--- config.mk ---
export PLATFORM = sky130hd
export DESIGN_NAME = teclado_pin
export DESIGN_NICKNAME = d
export VERILOG_FILES = /design/src/rtl/teclado_pin.sv
export SDC_FILE = /design/constraint.sdc
export NUM_CORES = 1
export LEC_CHECK = 0
export CELL_PAD_IN_SITES_DETAIL_PLACEMENT = 1
export CELL_PAD_IN_SITES_GLOBAL_PLACEMENT = 2
export CORE_MARGIN = 2
export CORE_UTILIZATION = 35
export DETAILED_ROUTE_END_ITERATION = 6
export GPL_TIMING_DRIVEN = 0
export HOLD_SLACK_MARGIN = 0.08
export PLACE_DENSITY_LB_ADDON = 0.1
export SLEW_MARGIN = 10
export SYNTH_ARGS = -nofsm -noshare
export SYNTH_HDL_FRONTEND = slang
export SYNTH_SLANG_ARGS = --single-unit
--- constraint.sdc ---
create_clock -name CLK -period 3.3 [get_ports CLK]
set_clock_uncertainty 0.2 [all_clocks]
set_input_delay 0.33 -clock CLK [delete_from_list [all_inputs] [get_ports CLK]]
set_output_delay 0.33 -clock CLK [all_outputs]
set_load 0.01 [all_outputs]
--- src/rtl/teclado_pin.sv ---
// teclado_pin: 4x4 keypad PIN entry and access-request transmitter; define TECLA_BORRAR_EN to make key C a clear key
module teclado_pin #(
   parameter int SCAN_DIV     = 1000,
   parameter int DEB_CYCLES   = 20000,
   parameter int GAP          = 2,
   parameter int RESP_TIMEOUT = 16
) (
   input  logic       CLK,
   input  logic       RESET,
   input  logic [3:0] FILA,
   output logic [3:0] COL,
   input  logic       ACCESO_ACEPTADO,
   input  logic       ACCESO_DENEGADO,
   output logic       SOLICITUD_ACCESO,
   output logic [3:0] DIGITO,
   output logic       DIGITO_STB,
   output logic [2:0] CUENTA,
   output logic       OCUPADO,
   output logic       RES_OK,
   output logic       RES_ERR,
   output logic       RES_TO
);
   localparam int SW = $clog2(SCAN_DIV + 1);
   localparam int DW = $clog2(DEB_CYCLES + 1);
   localparam int GW = $clog2(GAP + 2);
   localparam int TW = $clog2(RESP_TIMEOUT + 1);

   typedef enum logic [2:0] {ESCANEO, REBOTE_PRES, SOLTAR, TX_SOL, TX_GAP, TX_DIG, ESPERA_RES} state_t;

   state_t        state_q, state_d;
   logic [3:0]    fila_m_q, fila_s_q;
   logic [3:0]    col_q, col_d, cap_q, cap_d, digito_q, digito_d;
   logic [SW-1:0] div_q, div_d;
   logic [DW-1:0] deb_q, deb_d;
   logic [GW-1:0] gap_q, gap_d;
   logic [TW-1:0] tmo_q, tmo_d;
   logic [1:0]    idx_q, idx_d, fil_idx, col_idx;
   logic [2:0]    cuenta_q, cuenta_d;
   logic [3:0]    dig_buf_q [4];
   logic [3:0]    dig_buf_d [4];
   logic          ok_q, ok_d, err_q, err_d, to_q, to_d, una_fila;
   logic [3:0]    key;

   assign fil_idx  = cap_q[3] ? 2'd3 : cap_q[2] ? 2'd2 : cap_q[1] ? 2'd1 : 2'd0;
   assign col_idx  = col_q[3] ? 2'd3 : col_q[2] ? 2'd2 : col_q[1] ? 2'd1 : 2'd0;
   assign key      = {fil_idx, col_idx};
   assign una_fila = (fila_s_q != 4'd0) && ((fila_s_q & (fila_s_q - 4'd1)) == 4'd0);

   assign OCUPADO          = state_q inside {TX_SOL, TX_GAP, TX_DIG, ESPERA_RES};
   assign COL              = OCUPADO ? 4'd0 : col_q;
   assign SOLICITUD_ACCESO = state_q == TX_SOL;
   assign DIGITO_STB       = state_q == TX_DIG;
   assign DIGITO           = DIGITO_STB ? dig_buf_q[idx_q] : digito_q;
   assign CUENTA           = cuenta_q;
   assign RES_OK           = ok_q;
   assign RES_ERR          = err_q;
   assign RES_TO           = to_q;

   // scan, debounce, digit buffering, handshake sequencing and verdict capture
   always_comb begin
      state_d   = state_q;
      col_d     = col_q;
      cap_d     = cap_q;
      div_d     = div_q;
      deb_d     = deb_q;
      gap_d     = gap_q;
      tmo_d     = tmo_q;
      idx_d     = idx_q;
      cuenta_d  = cuenta_q;
      dig_buf_d = dig_buf_q;
      digito_d  = digito_q;
      ok_d      = ok_q;
      err_d     = err_q;
      to_d      = to_q;
      case (state_q)
         ESCANEO: begin
            if (una_fila) begin
               cap_d   = fila_s_q;
               deb_d   = '0;
               state_d = REBOTE_PRES;
            end else if (div_q == SW'(SCAN_DIV - 1)) begin
               div_d = '0;
               col_d = {col_q[2:0], col_q[3]};
            end else div_d = div_q + 1'b1;
         end
         REBOTE_PRES: begin
            if (fila_s_q != cap_q) state_d = ESCANEO;
            else if (deb_q == DW'(DEB_CYCLES - 1)) begin
               deb_d   = '0;
               state_d = SOLTAR;
`ifdef TECLA_BORRAR_EN
               if (key == 4'hC) cuenta_d = 3'd0;
               else begin
                  dig_buf_d[cuenta_q[1:0]] = key;
                  cuenta_d = cuenta_q + 3'd1;
               end
`else
               dig_buf_d[cuenta_q[1:0]] = key;
               cuenta_d = cuenta_q + 3'd1;
`endif
            end else deb_d = deb_q + 1'b1;
         end
         SOLTAR: begin
            if (fila_s_q != 4'd0) deb_d = '0;
            else if (deb_q == DW'(DEB_CYCLES - 1)) begin
               deb_d   = '0;
               state_d = (cuenta_q == 3'd4) ? TX_SOL : ESCANEO;
               if (cuenta_q == 3'd4) begin
                  ok_d  = 1'b0;
                  err_d = 1'b0;
                  to_d  = 1'b0;
               end
            end else deb_d = deb_q + 1'b1;
         end
         TX_SOL: begin
            gap_d   = '0;
            idx_d   = 2'd0;
            state_d = (GAP == 0) ? TX_DIG : TX_GAP;
         end
         TX_GAP: begin
            if (gap_q == GW'(GAP - 1)) begin
               gap_d   = '0;
               state_d = TX_DIG;
            end else gap_d = gap_q + 1'b1;
         end
         TX_DIG: begin
            digito_d = dig_buf_q[idx_q];
            gap_d    = '0;
            tmo_d    = '0;
            idx_d    = idx_q + 2'd1;
            state_d  = (idx_q == 2'd3) ? ESPERA_RES : (GAP == 0) ? TX_DIG : TX_GAP;
         end
         ESPERA_RES: begin
            if (ACCESO_DENEGADO || ACCESO_ACEPTADO || tmo_q == TW'(RESP_TIMEOUT - 1)) begin
               ok_d     = ACCESO_ACEPTADO && !ACCESO_DENEGADO;
               err_d    = !ok_d;
               to_d     = !ACCESO_DENEGADO && !ACCESO_ACEPTADO;
               cuenta_d = 3'd0;
               state_d  = ESCANEO;
            end else tmo_d = tmo_q + 1'b1;
         end
         default: state_d = ESCANEO;
      endcase
   end

   // two-flop synchroniser for the asynchronous row lines
   always_ff @(posedge CLK) begin
      fila_m_q <= FILA;
      fila_s_q <= fila_m_q;
   end

   // state registers with synchronous reset
   always_ff @(posedge CLK) begin
      if (RESET) begin
         state_q   <= ESCANEO;
         col_q     <= 4'b0001;
         cap_q     <= '0;
         div_q     <= '0;
         deb_q     <= '0;
         gap_q     <= '0;
         tmo_q     <= '0;
         idx_q     <= '0;
         cuenta_q  <= '0;
         dig_buf_q <= '{default: '0};
         digito_q  <= '0;
         ok_q      <= 1'b0;
         err_q     <= 1'b0;
         to_q      <= 1'b0;
      end else begin
         state_q   <= state_d;
         col_q     <= col_d;
         cap_q     <= cap_d;
         div_q     <= div_d;
         deb_q     <= deb_d;
         gap_q     <= gap_d;
         tmo_q     <= tmo_d;
         idx_q     <= idx_d;
         cuenta_q  <= cuenta_d;
         dig_buf_q <= dig_buf_d;
         digito_q  <= digito_d;
         ok_q      <= ok_d;
         err_q     <= err_d;
         to_q      <= to_d;
      end
   end
endmodule

# Word level (Yosys, flattened, before mapping)
# Index checks and enable logic that the tools add are counted.
# word_totals
register_bits	79
word_cells	133
# op_classes
add_sub_neg	7
n_lt_le_gt_ge	3
n_eq_ne	23
muxes	47
n_bitwise	5
n_reduce_logical	29
# ops
op	n
$mux W15	4
$pmux W15 S3	1
$mux W3	9
$pmux W3 S7	1
$mux W4	5
$bwmux W16	1
$add A15 B1 Y15 const B	1
$eq A15 B15 Y1 const B	1
$mux W2	7
$ne A2 B2 Y1 const B	7
$eq A3 B3 Y1 const B	4
$add A10 B1 Y10 const B	1
$eq A10 B10 Y1 const B	1
$mux W10	1
$pmux W5 S2	1
$reduce_bool A2 Y1	5
$reduce_and A3 Y1	3
$bmux W4 S2	1
$demux W4 S2	1
$mux W1	8
$pmux W2 S2	2
$reduce_bool A4 Y1	2
$eq A3 B2 Y1 const B	2
$ge A3 B3 Y1 const B	2
other kinds (29)	43

# Depth between registers and ports, before layout
# Gate-level depths: netlist of run 1.
# depth
ltp_word	6
ltp_mapped	9
ltp_nobuf	8

# Worst setup path after synthesis of run 1
# No wires, ideal clock.
# synth_timing
path_type	reg2reg
from	register tmo_q[0]
to	register state_q[1]
setup_ns	0.121
t_arrival_ns	2.031
t_required_ns	2.979
path_slack_ns	0.949
stages_incl_launch_ff	10
path_buffers	1
synth_period_minus_slack_ns	2.351
path_cell_list	dfxtp_1 -> ha_1 -> and3_1 -> ha_1 -> or3_1 -> clkbuf_1 -> a21boi_0 -> o221ai_1 -> nand3_1 -> mux2_2
# synth_between
elab_chain_cells	4
# synth_lines
item	line_no	rtl
start, declared	36	logic [TW-1:0] tmo_q, tmo_d;
start signal, assigned	176	tmo_q <= tmo_d;
$eq A5 B4 Y1	134	if (ACCESO_DENEGADO || ACCESO_ACEPTADO || tmo_q == TW'(RESP_TIMEOUT - 1)) begin
$logic_or A1 B1 Y1	134	
$ne A2 B1 Y1 (no line)	-	
$reduce_and A6 Y1 (no line)	-	
end signal, assigned	170	state_q <= state_d;
end, declared	30	state_t state_q, state_d;
# Every way passes these cells.
# A chain may end at the register's enable or synchronous reset.

# Worst setup path after layout of run 1
# layout_timing
from	register state_q[1]
to	output COL[2]
# layout_between
elab_chain_cells	3
word_cells_on_any_way	6
cone_classes	eq/ne: 4; mux: 1; reduce/logical: 1
# layout_lines
item	line_no	rtl
$eq A3 B2 Y1 or $eq A3 B3 Y1 (tied branches)	49	assign OCUPADO = state_q inside {TX_SOL, TX_GAP, TX_DIG, ESPERA_RES};
$reduce_bool A4 Y1 *	49	
$mux W4 *	50	assign COL = OCUPADO ? 4'd0 : col_q;
end, declared	11	output logic [3:0] COL,
# Every way passes the cells marked *; elsewhere a longest branch is shown, timed or not.

==> flow_summary.json, run 1 <==
{
  "outcome": "finished clean",
  "p_leak_nw": 1.79,
  "synth_warnings": 0,
  "synth_cells": 434,
  "slew_violations": 0,
  "diodes": 0,
  "cp_max_fo": 10,
  "timing.rr.end": "state_q[1]",
  "cts_tree": "yes",
  "met2_usage": 0.281,
  "dr_total_vias": 3336,
  "cp-start-kind": "register",
  "max_freq_ghz": 0.322,
  "die_h_um": 111,
  "cts_sinks": 79,
  "cp.required_ps": 2770,
  "cts_setup_buffers": 0,
  "grtUsageTotal": 0.183,
  "drc": 0,
  "hold_violations": 0,
  "io_buffers": 24,
  "cts_buffer_depth": 2,
  "io_pins": 25,
  "async_flop_share": 0,
  "layout-drive-gt1-share": 0.124,
  "rsz0062_at_grt": "no",
  "avgSynthCellArea_um2": 9.27,
  "p_per_area_nw_per_um2": 449,
  "viasPerCell": 5.41,
  "dieArea_um2": 12400,
  "finalCriticalPeriod_ps": 3110,
  "synthesis.area_um2": 4020,
  "crit_path_start": "state_q[1]",
  "place_congestion": 0.787,
  "grt_max_degree": 14,
  "holdWs_ps": 128,
  "synth_area_leader_cell": "dfxtp_1",
  "timing.rr.start": "tmo_q[0]",
  "endpoint": "COL[2]",
  "clk_latency_ps": 350,
  "initial_core_util": 0.355,
  "antenna_found_initial": 0,
  "reg2regPathDepth": 9,
  "drv_cap": 0,
  "synth_top_area_share": 0.393,
  "cts-htree-levels": 3,
  "hold_class": "reg -> reg",
  "end_kind": "output pin",
  "drt_pass1_iterations": 5,
  "ys_ff_latch": 79,
  "final.setup.tns_ps": 0,
  "clk_pin_slew_ps": 60,
  "top_usage_layer": "met2",
  "grt_util_met1": 0.255,
  "row_count": 39,
  "syn_to_final_growth_pct": 17.3,
  "r2r_setup_slack_ps": 670,
  "synth-edff-count": 0,
  "synth_top_flop_cell": "dfxtp_1",
  "wl_per_cell_um": 17.4,
  "tightest_slew_ps": 753,
  "fill_cells": 1314,
  "grt_pass1_wl_mm": 18.1,
  "drt.antenna.violating_nets": 0,
  "cts_root_buffer": "clkbuf_16",
  "core_area_um2": 11300,
  "drt_iter0_markers": 129,
  "grt_util_met3": 0.0284,
  "synth_area_leaders": "dfxtp_1, mux2i_1, nor2_1, nand2_1, xor2_1",
  "die_x_um": 111,
  "relSlewSlack": 0.495,
  "peakVddDrop_v": 0.000244,
  "seq_area_frac_synth": 0.393,
  "hpwl_mm": 7.75,
  "nets": 486,
  "grt_pass1_vias": 3472,
  "cp.arrival_ps": 2580,
  "worst-setup-path-type": "reg -> out",
  "overflow": 0,
  "synth_nets": 451,
  "routed_wl_mm": 10.8,
  "cts_made_buffers": 9,
  "finalSetupViolations": 0,
  "ys_types": 61,
  "period_share": 0.942
}
[power by group]
part / internal (mW) / total [mW] / switching (mW) / leakage (nW)
logic: 0.0674 / 0.194 / 0.127 / 1.02
clock network: 0.529 / 0.935 / 0.406 / 0.132
registers: 0.970 / 0.989 / 0.0184 / 0.640
total: 1.57 / 2.12 / 0.551 / 1.79
[critical path, stage by stage, from the launching register on]
cell             delay [ps]
dfxtp_1                 580
clkbuf_1                390
nand2_1                 180
xor2_1                  370
inv_1                   100
nor2_1                  100
clkdlybuf4s50_1         540
[kinds of logic (layout without fill, tap and decap cells)]
group,after synthesis,after routing,share of synthesized area
buffers and inverters,40,80,0.0426
XOR/XNOR,18,18,0.0392
flip-flops,79,79,0.393
multiplexers,30,30,0.0877
AO/OA/AOI/OAI,64,64,0.146
adder cells (fa/ha/maj),9,9,0.0280
AND/OR/NAND/NOR,194,194,0.264
[how the worst min path moves through the flow]
stage                           start           to  slack, ps  cells past startpoint
after floorplan           fila_m_q[0]  fila_s_q[0]        110                      0
after global placement    fila_m_q[0]  fila_s_q[0]        110                      0
after detailed placement  fila_m_q[2]  fila_s_q[2]        120                      0
after CTS                 fila_m_q[2]  fila_s_q[2]        130                      0
after global routing      fila_m_q[2]  fila_s_q[2]        130                      0
final                     fila_m_q[1]  fila_s_q[1]        130                      0
[cell type report]
cell class / count / area, µm² / area share
repair buffers: 24 / 240 / 0.0509
flip-flops and latches: 79 / 1580 / 0.335
well taps: 143 / 179 / 0.0379
inverters: 21 / 78.8 / 0.0167
multi-input cells: 315 / 2270 / 0.481
clock inverters: 5 / 33.8 / 0.00716
clock buffers: 11 / 243 / 0.0514
plain buffers: 19 / 93.8 / 0.0199
[synthesized netlist by cell type, types with 5 or more instances]
library cell	count
a211oi_2	7
a21oi_1	15
and2_1	7
clkbuf_1	13
dfxtp_1	79
ha_1	9
inv_1	20
mux2i_1	24
nand2_1	38
nand3_1	16
nand3b_1	5
nand4_1	14
nor2_1	53
nor3_1	9
nor4_1	6
o32ai_2	6
or3_1	11
xor2_1	15
[stage by stage]
| stage | area (µm²) | utilization | power (mW) | worst slack, ps | cells |
|---|---|---|---|---|---|
| 6_report | 4720 | 0.417 | 2.12 | 191 | 617 |
| 5_1_grt | 4720 | 0.417 | 2.20 | 42.7 | 617 |
| 4_1_cts | 4720 | 0.417 | 2.15 | 11.3 | 617 |
| 3_5_place_dp | 4440 | 0.392 | 1.20 | 240 | 601 |
| 3_3_place_gp | 4440 | 0.392 | 1.20 | 280 | 601 |
| 2_1_floorplan | 4020 | - | 1.14 | 949 | 434 |
[what timing repair did]
| action | 4_1_cts | 5_1_grt |
|---|---|---|
| endpoints found under the setup margin | 0 | 5 |
| resized for setup | 0 | 2 |
| hold buffers | 0 | 0 |
[sequential cells by signal, summed over array words and instances, names as in the netlist]
name,count
dig_buf_q,16
deb_q,15
div_q,10
tmo_q,5
cap_q,4
col_q,4
digito_q,4
fila_m_q,4
fila_s_q,4
CUENTA,3
state_q,3
gap_q,2
idx_q,2
RES_ERR,1
RES_OK,1
RES_TO,1
[layer usage]
metal,part of all wire,up-vias,wire length [µm]
met5,0,-,0
met4,0.021,0,222
met3,0.022,15,232
met2,0.45,40,4800
met1,0.51,1642,5510
li1,-,1639,-
[cells in the final DEF, fill, tap and decap left out, types with 4 or more instances in the layout]
master	n
a211oi_2	7
a21oi_1	15
and2_1	7
and4_1	4
clkbuf_1	13
clkbuf_16	9
clkdlybuf4s50_1	24
dfxtp_1	79
ha_1	9
inv_1	20
mux2i_1	24
mux4_2	4
nand2_1	38
nand3_1	16
nand3b_1	5
nand4_1	14
nor2_1	53
nor2b_1	4
nor3_1	9
nor4_1	6
o21ai_0	4
o32ai_1	4
o32ai_2	6
or3_1	11
xor2_1	15
Note: power is estimated with default switching activity, not from simulation.
==> run 2, diff against run 1 <==
--- a/config.mk
+++ b/config.mk
@@ -7,7 +7,6 @@
 export LEC_CHECK = 0
 export CELL_PAD_IN_SITES_DETAIL_PLACEMENT = 1
 export CELL_PAD_IN_SITES_GLOBAL_PLACEMENT = 2
-export CORE_MARGIN = 2
 export CORE_UTILIZATION = 35
 export DETAILED_ROUTE_END_ITERATION = 6
 export GPL_TIMING_DRIVEN = 0
==> run 2 against run 1 <==
  * Combinational power about the same
  * Cell area up 0.21%
  * Worst hold slack about the same
  * Clock-buffer cell count up 1
  * Largest cell class unchanged
==> flow_summary.json, run 2 (same netlist as run 1, synthesis figures left out) <==
{
  "relSlewSlack": 0.527,
  "cts_made_buffers": 9,
  "tightest_slew_ps": 706,
  "syn_to_final_growth_pct": 17.6,
  "reg2regPathDepth": 9,
  "hold_violations": 0,
  "clk_pin_slew_ps": 60,
  "cp-start-kind": "register",
  "row_count": 38,
  "cp_max_fo": 10,
  "p_leak_nw": 1.80,
  "whs_path_depth": 0,
  "cts-htree-levels": 3,
  "hpwl_mm": 7.54,
  "cts_root_buffer": "clkbuf_16",
  "final_cell_mix": "dfxtp_1, nor2_1, nand2_1",
  "end_kind": "output pin",
  "drv_cap": 0,
  "slew_violations": 0,
  "dpl.cell_count": 598,
  "drc": 0,
  "mostFrequentLayoutCell": "dfxtp_1",
  "crit_slowest_cell": "clkdlybuf4s50_1",
  "period_share": 0.921,
  "timing.rr.start": "tmo_q[0]",
  "worst-setup-path-type": "reg -> out",
  "place_congestion": 0.747,
  "cts_hold_buf": 0,
  "grtUsageTotal": 0.195,
  "cts_buffer_depth": 2,
  "largest_reg_flops": 16,
  "drt_pass1_iterations": 4,
  "p_per_area_nw_per_um2": 454,
  "cp.arrival_ps": 2510,
  "die_x_um": 109,
  "finalSetupViolations": 0,
  "grt_util_met1": 0.266,
  "io_pins": 25,
  "rsz0062_at_grt": "no",
  "r2r_setup_slack_ps": 660,
  "die_h_um": 109,
  "grt_pass1_vias": 3380,
  "initial_core_util": 0.365,
  "finalCriticalPeriod_ps": 3040,
  "utilization": 0.429,
  "path_buf_inv": 4,
  "outcome": "finished clean",
  "antenna_found_initial": 0,
  "clk_latency_ps": 350,
  "regMostFlops": "dig_buf_q",
  "core_area_um2": 11000,
  "cpPeakStageDelay_ps": 540,
  "cp_top_family": "buffers and inverters",
  "layout-drive-gt1-share": 0.127,
  "dr_total_vias": 3267,
  "max_freq_ghz": 0.329,
  "top_regs": "dig_buf_q (16), deb_q (15), div_q (10)",
  "final.setup.tns_ps": 0,
  "path_cells": "clkbuf_2 > clkbuf_4 > xor2_1 > inv_1 > nor2_1 > clkdlybuf4s50_1",
  "drt_iter0_markers": 100,
  "hold_class": "reg -> reg",
  "fin_cells": 614,
  "cp.required_ps": 2770,
  "cts_tree": "yes",
  "grt_max_degree": 14,
  "grt_util_met3": 0.0341,
  "cts_sinks": 79,
  "met2_usage": 0.304,
  "peakVddDrop_v": 0.000242,
  "timing.rr.end": "state_q[1]",
  "diodes": 0,
  "hp-start": "fila_m_q[2]",
  "grt_pass1_wl_mm": 17.4,
  "routed_wl_mm": 10.5,
  "viasPerCell": 5.32,
  "wl_per_cell_um": 17.0,
  "top_usage_layer": "met2",
  "postLayoutCellArea_um2": 4730,
  "io_buffers": 24,
  "dieArea_um2": 11900,
  "whs_endpoint": "fila_s_q[2]",
  "drt.antenna.violating_nets": 0,
  "overflow": 0,
  "nets": 486,
  "dpl_cell_area_um2": 4440
}
## run 2: routing by layer
metal,vias to the layer above,part of all wire
met2,37,0.46
met3,13,0.026
met1,1576,0.50
met4,0,0.015
li1,1641,-
met5,-,0
## run 2: timing repair
action                     in CTS  in global routing
gates cloned                    0                  0
hold endpoints to repair        0                  0
setup buffers                   0                  0
resized for setup               1                  2
setup endpoints to repair       4                  5
## run 2: layout make-up
| type | instances | area, µm² |
|---|---|---|
| multi-input combinational | 315 | 2270 |
| sequential | 79 | 1580 |
| inverter | 21 | 78.8 |
| clock inverter | 4 | 28.8 |
| tap | 140 | 175 |
| timing repair buffer | 24 | 240 |
| fill | 1295 | 6300 |
| clock buffer | 12 | 256 |
| buffer | 19 | 96.3 |
## run 2: worst reg2reg max path, delay by kind of cell (launching register included)
kind	cells	cell delay [ps]
buffers and inverters	1	210
adders and majority gates	2	390
DFF	1	330
AOI/OAI and AO/OA	2	440
muxes	1	330
and+or+nand+nor	3	630
## run 2: how the worst max path moves through the flow
stage	endpoint	start	slack, ps	depth (start not counted)
floorplan	state_q[1]	tmo_q[0]	950	9
global placement	idx_q[0]	RESET	180	5
detailed placement	idx_q[0]	RESET	160	5
CTS	DIGITO[0]	state_q[0]	130	6
global route	COL[2]	state_q[1]	30	6
finish	COL[2]	state_q[2]	260	6
## run 2: metrics by stage
stage | power [mW] | setup slack (ps) | hold WS, ps
2_1_floorplan | 1.14 | 949 | 110
3_3_place_gp | 1.20 | 184 | 110
3_5_place_dp | 1.20 | 160 | 113
4_1_cts | 2.18 | 131 | 128
5_1_grt | 2.24 | 26.0 | 138
6_report | 2.15 | 261 | 127
## run 2: power by group
part	total (mW)	internal (mW)	leakage, nW	switching, mW
clock network	0.967	0.552	0.135	0.414
registers	0.989	0.970	0.640	0.0186
logic	0.193	0.0677	1.02	0.125
==> run 3, diff against run 2 <==
--- a/config.mk
+++ b/config.mk
@@ -7,12 +7,12 @@
 export LEC_CHECK = 0
 export CELL_PAD_IN_SITES_DETAIL_PLACEMENT = 1
 export CELL_PAD_IN_SITES_GLOBAL_PLACEMENT = 2
-export CORE_UTILIZATION = 35
+export CORE_UTILIZATION = 37
 export DETAILED_ROUTE_END_ITERATION = 6
 export GPL_TIMING_DRIVEN = 0
 export HOLD_SLACK_MARGIN = 0.08
 export PLACE_DENSITY_LB_ADDON = 0.1
-export SLEW_MARGIN = 10
+export SLEW_MARGIN = 0
 export SYNTH_ARGS = -nofsm -noshare
 export SYNTH_HDL_FRONTEND = slang
 export SYNTH_SLANG_ARGS = --single-unit
==> run 3 against run 2 <==
  * Sequential power barely moved
  * Total power fell by 9.3%
  * Flip-flop and latch count did not move
  * Register-to-register slack improved by 20 ps
  * Die area fell by 5.3%
  * Clock power fell by 21%
  * Largest power group unchanged
==> flow_summary.json, run 3 (same netlist as run 1, synthesis figures left out) <==
{
  "outcome": "finished clean",
  "core_area_um2": 10400,
  "drv_cap": 0,
  "dieArea_um2": 11300,
  "r2r_setup_slack_ps": 680,
  "io_pins": 25,
  "relSlewSlack": 0.515,
  "top_regs": "dig_buf_q (16), deb_q (15), div_q (10)",
  "grt_pass1_vias": 3537,
  "clk_pin_slew_ps": 90,
  "die_h_um": 106,
  "reg2regPathDepth": 9,
  "cts_tree": "yes",
  "row_count": 37,
  "drt_iter0_markers": 119,
  "cts_root_buffer": "clkbuf_8",
  "cts_buffer_depth": 2,
  "max_freq_ghz": 0.318,
  "cp.arrival_ps": 2610,
  "diodes": 0,
  "cp_max_fo": 10,
  "io_buffers": 24,
  "finalCriticalPeriod_ps": 3140,
  "grtUsageTotal": 0.207,
  "largest_reg_flops": 16,
  "tightest_slew_ps": 724,
  "cp.required_ps": 2770,
  "fill_cells": 1198,
  "grt_max_degree": 16,
  "whs_endpoint": "fila_s_q[3]",
  "cts_sinks": 79,
  "wl_per_cell_um": 17.4,
  "place_congestion": 0.723,
  "viasPerCell": 5.39,
  "mostFrequentLayoutCell": "dfxtp_1",
  "dpl.cell_count": 594,
  "hpwl_mm": 7.69,
  "nets": 486,
  "peakVddDrop_v": 0.000183,
  "cts-htree-levels": 3,
  "drc": 0,
  "whs_path_depth": 0,
  "cp-start-kind": "register",
  "initial_core_util": 0.386,
  "drt.antenna.violating_nets": 0,
  "period_share": 0.952,
  "dr_total_vias": 3286,
  "fin_cells": 610,
  "final.setup.tns_ps": 0,
  "hp-start": "fila_m_q[3]",
  "p_leak_nw": 1.76,
  "hold_violations": 0,
  "p_per_area_nw_per_um2": 420,
  "timing.rr.end": "state_q[1]",
  "cts_made_buffers": 9,
  "crit_slowest_cell": "clkdlybuf4s50_1",
  "final_cell_mix": "dfxtp_1, nor2_1, nand2_1",
  "die_x_um": 106,
  "clk_latency_ps": 370,
  "hold_class": "reg -> reg",
  "finalSetupViolations": 0,
  "rsz0062_at_grt": "no",
  "timing.rr.start": "tmo_q[0]",
  "antenna_found_initial": 0,
  "grt_pass1_wl_mm": 18.0,
  "regMostFlops": "dig_buf_q",
  "worst-setup-path-type": "reg -> out",
  "drt_pass1_iterations": 4,
  "overflow": 0,
  "syn_to_final_growth_pct": 15.3,
  "path_cells": "clkbuf_2 > buf_2 > xor2_1 > inv_1 > nor2_1 > clkdlybuf4s50_1",
  "end_kind": "output pin",
  "cpPeakStageDelay_ps": 540,
  "cts_hold_buf": 0,
  "slew_violations": 0,
  "layout-drive-gt1-share": 0.129,
  "routed_wl_mm": 10.6
}
[run 3: how the worst max path moves through the flow]
stage               start         end  slack, ps  cells after the start
3_3_place_gp        RESET   CUENTA[1]        300                      5
4_1_cts        state_q[0]   DIGITO[0]         80                      6
6_report       state_q[2]      COL[2]        160                      6
5_1_grt        state_q[1]      COL[2]         20                      6
3_5_place_dp        RESET    div_q[2]        220                      5
2_1_floorplan    tmo_q[0]  state_q[1]        950                      9
[run 3: final cells by class]
cell class	count	area (µm²)	share of cell area
buffer	19	93.8	0.0202
clock buffer	9	124	0.0267
clock inverter	7	77.6	0.0167
inverter	21	78.8	0.0170
multi-input combinational	315	2270	0.490
sequential	79	1580	0.341
tap	136	170	0.0367
timing repair buffer	24	240	0.0518
[run 3: repair_timing]
item | 4_1_cts | 5_1_grt
buffers inserted | 0 | 0
endpoints found under the setup margin | 4 | 4
gates resized for setup | 1 | 1
[run 3: metrics by stage]
| stage | hold WS (ps) | setup slack [ps] | total power, mW | utilization | instance area [µm²] |
|---|---|---|---|---|---|
| 2_1_floorplan | 110 | 949 | 1.14 | - | 4020 |
| 3_3_place_gp | 110 | 303 | 1.20 | 0.426 | 4430 |
| 3_5_place_dp | 116 | 222 | 1.20 | 0.426 | 4430 |
| 4_1_cts | 137 | 83.6 | 1.98 | 0.445 | 4640 |
| 5_1_grt | 149 | 23.3 | 2.05 | 0.445 | 4640 |
| 6_report | 135 | 160 | 1.95 | 0.445 | 4640 |
[run 3: worst max-delay path: cells and delay by family, from the launching register on]
family	cells	cell delay (ps)
DFF	1	470
xor gates and xnor gates	1	360
buffers and inverters	4	1300
and+or+nand+nor	1	100
[run 3: power by group]
part	switching [mW]	internal [mW]
combinational	0.125	0.0674
clock	0.408	0.359
sequential	0.0190	0.969
[run 3: metal layers]
metal | up-vias | GRT usage | wire, µm
met1 | 1608 | 0.274 | 5270
met3 | 9 | 0.0399 | 284
met5 | - | 0 | 0
li1 | 1631 | - | -
met4 | 0 | 0.0754 | 125
met2 | 38 | 0.334 | 4910
